[src/rtl/mem_reg.sv]
// mem_reg: register-file storage for the Kalman filter datapath.
//   A DEPTH-entry data bank with one synchronous write port and two
//   combinational read ports (optional same-cycle write forwarding), plus
//   two standalone W-bit holding registers: RQ (process noise) and RD
//   (measurement noise).
// Ports:
//   clk, rst_n                      clock, asynchronous active-low reset
//   db_we, db_waddr, db_wdata       bank write port
//   db_raddr_a/b, db_rdata_a/b      bank read ports (combinational)
//   rq_we, rq_d, rq_q               RQ load enable, load data, value
//   rd_we, rd_d, rd_q               RD load enable, load data, value
module mem_reg #(
  parameter int W       = 24,
  parameter int DEPTH   = 40,
  parameter int ADDRW   = 6,
  parameter int FORWARD = 1
) (
  input  logic             clk,
  input  logic             rst_n,
  input  logic             db_we,
  input  logic [ADDRW-1:0] db_waddr,
  input  logic [W-1:0]     db_wdata,
  input  logic [ADDRW-1:0] db_raddr_a,
  input  logic [ADDRW-1:0] db_raddr_b,
  output logic [W-1:0]     db_rdata_a,
  output logic [W-1:0]     db_rdata_b,
  input  logic             rq_we,
  input  logic [W-1:0]     rq_d,
  output logic [W-1:0]     rq_q,
  input  logic             rd_we,
  input  logic [W-1:0]     rd_d,
  output logic [W-1:0]     rd_q
);

  // One extra bit so the bound compare works even when DEPTH == 2**ADDRW.
  localparam logic [ADDRW:0] DEPTH_X = (ADDRW+1)'(DEPTH);

  logic [W-1:0] mem_q [DEPTH];
  logic [W-1:0] mem_d [DEPTH];
  logic [W-1:0] rq_reg_q, rq_reg_d;
  logic [W-1:0] rd_reg_q, rd_reg_d;
  logic         wr_ok;
  logic         fwd_a, fwd_b;
  logic [W-1:0] rdata_a, rdata_b;

  // A write only qualifies when it targets an existing entry.
  assign wr_ok = db_we && ({1'b0, db_waddr} < DEPTH_X);

  always_comb begin
    for (int i = 0; i < DEPTH; i++) begin
      mem_d[i] = mem_q[i];
      if (wr_ok && (db_waddr == ADDRW'(i))) begin
        mem_d[i] = db_wdata;
      end
    end
    rq_reg_d = rq_we ? rq_d : rq_reg_q;
    rd_reg_d = rd_we ? rd_d : rd_reg_q;
  end

  always_ff @(posedge clk or negedge rst_n) begin
    if (!rst_n) begin
      for (int i = 0; i < DEPTH; i++) begin
        mem_q[i] <= '0;
      end
      rq_reg_q <= '0;
      rd_reg_q <= '0;
    end else begin
      for (int i = 0; i < DEPTH; i++) begin
        mem_q[i] <= mem_d[i];
      end
      rq_reg_q <= rq_reg_d;
      rd_reg_q <= rd_reg_d;
    end
  end

  // Read mux: an address past the last entry matches nothing and yields 0.
  // A qualified write to the same address overrides the stored word when
  // forwarding is enabled, so the consumer sees it before the edge.
  assign fwd_a = (FORWARD != 0) && wr_ok && (db_raddr_a == db_waddr);
  assign fwd_b = (FORWARD != 0) && wr_ok && (db_raddr_b == db_waddr);

  always_comb begin
    rdata_a = '0;
    rdata_b = '0;
    for (int i = 0; i < DEPTH; i++) begin
      if (db_raddr_a == ADDRW'(i)) begin
        rdata_a = mem_q[i];
      end
      if (db_raddr_b == ADDRW'(i)) begin
        rdata_b = mem_q[i];
      end
    end
    if (fwd_a) begin
      rdata_a = db_wdata;
    end
    if (fwd_b) begin
      rdata_b = db_wdata;
    end
  end

  assign db_rdata_a = rdata_a;
  assign db_rdata_b = rdata_b;
  assign rq_q       = rq_reg_q;
  assign rd_q       = rd_reg_q;

endmodule

[config.mk]
export PLATFORM = sky130hd
export DESIGN_NAME = mem_reg
export DESIGN_NICKNAME = d
export VERILOG_FILES = /design/src/rtl/mem_reg.sv
export SDC_FILE = /design/constraint.sdc
export NUM_CORES = 2
export LEC_CHECK = 0
export CAP_MARGIN = 20
export CORE_MARGIN = 1
export CORE_UTILIZATION = 23
export DETAILED_ROUTE_END_ITERATION = 8
export GPL_ROUTABILITY_DRIVEN = 0
export PLACE_DENSITY = 0.46
export SLEW_MARGIN = 5
export SYNTH_ARGS = -nofsm -noshare
export SYNTH_HDL_FRONTEND = slang
export SYNTH_SLANG_ARGS = --single-unit
[constraint.sdc]
create_clock -name clk -period 2.45 [get_ports clk]
set_input_delay 0.3675 -clock clk [delete_from_list [all_inputs] [get_ports clk]]
set_output_delay 0.3675 -clock clk [all_outputs]
set_load 0.01 [all_outputs]
; ---- Yosys cells after proc, flatten, opt, wreduce, memory -nomap -nowiden
; Index checks and enable logic that the tools add are counted.
[totals]
out_inout_bits = 96
elab_cells = 290
in_bits = 95
reg_bits = 1008
[classes]
reduce_logical = 46
order_cmp = 1
n_eq_ne = 119
mux = 82
[op_table]
columns = op, count
row1 = 24-bit 2-to-1 mux, 82
row2 = 6-bit by 5-bit equality test with 1-bit output (second input constant), 48
row3 = 6-bit by 4-bit equality test with 1-bit output (second input constant), 24
row4 = 6-bit equality test (second input constant), 24
row5 = 6-bit by 3-bit equality test with 1-bit output (second input constant), 12
row6 = 1-bit logical AND, 43
row7 = 6-bit by 2-bit equality test with 1-bit output (second input constant), 6
row8 = 6-bit by 1-bit equality test with 1-bit output (second input constant), 3
row9 = 6-bit logical NOT, 3
row10 = 6-bit equality test, 2
row11 = 6-bit < comparator (second input constant), 1

; ---- Longest topological paths before layout
[logic_depth]
depth_word = 42
ltp_mapped = 13
depth_no_buf = 8

; ---- Least setup slack after synthesis
; No wires, ideal clock.
[synth_timing]
path_kind = input to output
from = input port db_raddr_b[3]
to = output port db_rdata_b[10]
t_required_ns = 2.082
setup_slack_ns = -0.328
t_arrival_ns = 2.410
path_stages = 10
path_buffers = 2
path_cell_list = buf_2 -> buf_2 -> nor4_4 -> a31oi_1 -> o221ai_1 -> o2111ai_1 -> a41o_1 -> a221oi_2 -> a2111oi_0 -> o31ai_1
[synth_between]
elab_chain_cells = 42
word_cells_on_any_way = 83
cone_classes = 40 x eq/ne / 41 x mux / 2 x reduce/logical
[synth_lines]
columns = element, line_no
row1 = start: declaration, 24  ; input logic [ADDRW-1:0] db_raddr_b,
row2 = 6-bit logical NOT, 89  ; if (db_raddr_b == ADDRW'(i)) begin
row3 = 24-bit 2-to-1 mux (40 in a row), 89
row4 = 24-bit 2-to-1 mux *, 96  ; if (fwd_b) begin
row5 = end: declaration, 26  ; output logic [W-1:0] db_rdata_b,
; Mark *: on every way between the ends. The rest lies on a longest branch, timed or not.

; ---- Worst setup path in the final report
[layout_timing]
from = register mem_q[881] (netlist bit)
to = output port db_rdata_b[17]
[layout_between]
elab_chain_cells = 38
[layout_lines]
columns = element, line_no
row1 = start: declaration, 38  ; logic [W-1:0] mem_q [DEPTH];
row2 = start signal: indexed assignment, 69  ; mem_q[i] <= mem_d[i];
row3 = 24-bit 2-to-1 mux (37 in a row), 89
row4 = 24-bit 2-to-1 mux, 96
; Every way passes these cells.

==> flow_metrics.tcl <==
set metrics [dict create \
    synth_warnings 0 \
    p_per_area_nw_per_um2 617 \
    maxCapViolCount 0 \
    die_x_um 500 \
    dp_hpwl_mm 231 \
    fmax_mhz 259 \
    start_util_pct 23.1 \
    fin_crit_ns 3.87 \
    overflow 0 \
    num_rows 182 \
    synth_edf_count 0 \
    worst-path-max-fanout 2 \
    synth_ff_type "dfrtp_1" \
    async_flop_share_pct 100 \
    drv_slew 0 \
    place_area_sq_um 74600 \
    core_area_sq_um 246000 \
    min_path_type "in2async" \
    antenna_found_initial 16 \
    start_kind "register" \
    hold_viol 0 \
    die_h_um 500 \
    total_power_w 0.0515 \
    met3_usage_pct 5.48 \
    cts_sinks 1008 \
    grt_pass1_vias 55900 \
    synthTopCellsByArea "dfrtp_1, mux2_2, mux2i_1" \
    drtAntennaViolNets 0 \
    endpoint_kind "output port" \
    cts_max_path_buffers 3 \
    post-route-period-util_pct 158 \
    synth_nets 5310 \
    relSlewSlack_pct 47.6 \
    numCtsBuffers 120 \
    required_ns 2.08 \
    seq_area_frac_synth_pct 44.3 \
    tightest_slew_ns 0.787 \
    irDropWorstVdd_mv 0.578 \
    drt-vias-per-instance 5.49 \
    holdWs_ns 0.0680 \
    worst-setup-path-type "reg2out" \
    reg2reg_slack_ns 1.43 \
    grt-busiest-layer "met2" \
    status "complete, but fails checks" \
    wl_per_cell_um 31.3 \
    synth_cell_type_count 91 \
    cts.clk_slew.worst_paths_ns 0.06 \
    wl_mm 315 \
    p_leak_nw 37.1 \
    drc_errors 0 \
    finalSetupViolCount 48 \
    skew_ns 0 \
    grt_usage_pct 24.5 \
    synth_seq_cells 1008 \
    grt_use_met1_pct 31.4 \
    cts_tree "yes" \
    synth_commonest_cells "mux2_2, dfrtp_1, a21oi_1" \
    insertion_delay_ns 0.77 \
    synth_top_area_share_pct 44.3 \
    avgSynthCellArea_sq_um 10.9 \
    syn_to_final_growth_pct 46.7 \
    port_buffers 190 \
    syn_inst 5215 \
    postLayoutCellArea_sq_um 83600 \
    worst_slack_ns -1.42 \
    h-tree-depth 3 \
    grt_use_met2_pct 38.1 \
    grt_pass1_wl_mm 438 \
    rsz0062_at_grt "yes" \
    syn_area_sq_um 57000 \
    drt-initial-drc-count 6013 \
    fin_nets 6743 \
    violations "setup timing" \
    io_pins 191 \
    arrival_ns 3.50 \
    grt_max_degree 90 \
    clockRootBuffer "clkbuf_16" \
    die_area_sq_um 250000 \
    via_count 55200 \
    synth_top_cell_by_area "dfrtp_1" \
    fill_cells 24800 \
    firstDrtPassIters 9 \
    drive_above_1_share_pct 52.9 \
    yosysMostFrequentCell "mux2_2" \
]
sequential cells by signal, indices dropped and copies added, names as in the netlist:
signal,flops
rq_q,24
mem_q,960
rd_q,24
worst paths after layout:
kind	start	endpoint	cells after the start
worst max-delay path	mem_q[881]	db_rdata_b[17]	9
worst min-delay path	rst_n	mem_q[869]	2
worst max register to register	mem_q[818]	mem_q[818]	3
worst min register to register	rd_q[18]	rd_q[18]	1
max in group asynchronous	rst_n	mem_q[746]	4
min in group clk	db_wdata[7]	mem_q[7]	2
cell usage in the layout, fill, tap and decap left out, types with 103 or more instances in the layout:
cell / synthesis / final
buf_6: 5 / 137
nor2_1: 310 / 239
buf_12: 0 / 165
mux2_2: 1080 / 1074
clkbuf_16: 0 / 126
mux2i_1: 187 / 185
buf_4: 37 / 1343
a21oi_1: 348 / 296
o21ai_0: 344 / 285
o22ai_1: 148 / 128
nand2_1: 283 / 257
dfrtp_1: 1008 / 1008
clkdlybuf4s50_1: 0 / 103
cell families (layout without fill, tap and decap cells):
family / after synthesis / after routing / share of synthesized area [%]
compound gates: 1439 / 1439 / 16.3
mux: 1349 / 1349 / 27.9
flops: 1008 / 1008 / 44.3
simple gates: 873 / 873 / 7.21
buf+inv: 536 / 2073 / 4.19
xor+xnor: 10 / 10 / 0.154
other cells: 0 / 5 / 0
layout make-up:
class	count	area (sq um)	area share, %
flip-flops and latches	1008	25200	30.2
multi-input cells	3671	32800	39.2
clock inverters	61	890	1.06
diodes	5	12.5	0.0150
repair buffers	1832	17000	20.3
well taps	3312	4140	4.96
clock buffers	165	3500	4.18
inverters	15	68.8	0.0823
layer usage:
| layer | share of wire [%] | routed length [um] | vias up |
|---|---|---|---|
| met5 | 0.015 | 48 | - |
| met4 | 6.2 | 19500 | 8 |
| met3 | 9.1 | 28600 | 805 |
| met2 | 45 | 140000 | 3076 |
| met1 | 40 | 126000 | 28700 |
| li1 | - | - | 22700 |
through the flow:
step	setup slack [ns]	setup TNS (ns)	std cells	util, %
after CTS	-1.52	-52.20	10000	33.5
after global placement	-2.90	-400.54	9736	30.3
after global routing	-1.51	-49.84	10100	33.9
final	-1.42	-47.38	10100	34.0
after floorplan	-0.223	-3.07	5215	-
after detailed placement	-2.59	-414.89	9737	30.3
repair_timing:
item	CTS	global route
setup buffers	91	61
gates cloned	3	3
endpoints found under the setup margin	48	48
hold buffers	5	0
endpoints found under the hold margin	478	0
gates resized for setup	850	170
pin swaps	256	186
power by group:
group | switching [W] | internal (W) | leakage [nW]
combinational | 0.00546 | 0.00565 | 21.6
clock | 0.00819 | 0.0121 | 2.14
sequential | 0.00151 | 0.0187 | 13.4
total | 0.0152 | 0.0364 | 37.1
worst max-delay path, stage by stage, from the launching register on:
cell	delay, ns
dfrtp_1	0.39
mux4_2	0.53
a222oi_1	0.49
o31ai_1	0.17
a31o_2	0.28
a21oi_2	0.15
buf_6	0.14
o31ai_2	0.06
o31a_1	0.35
buf_2	0.16
(Power assumes the default switching activity.)
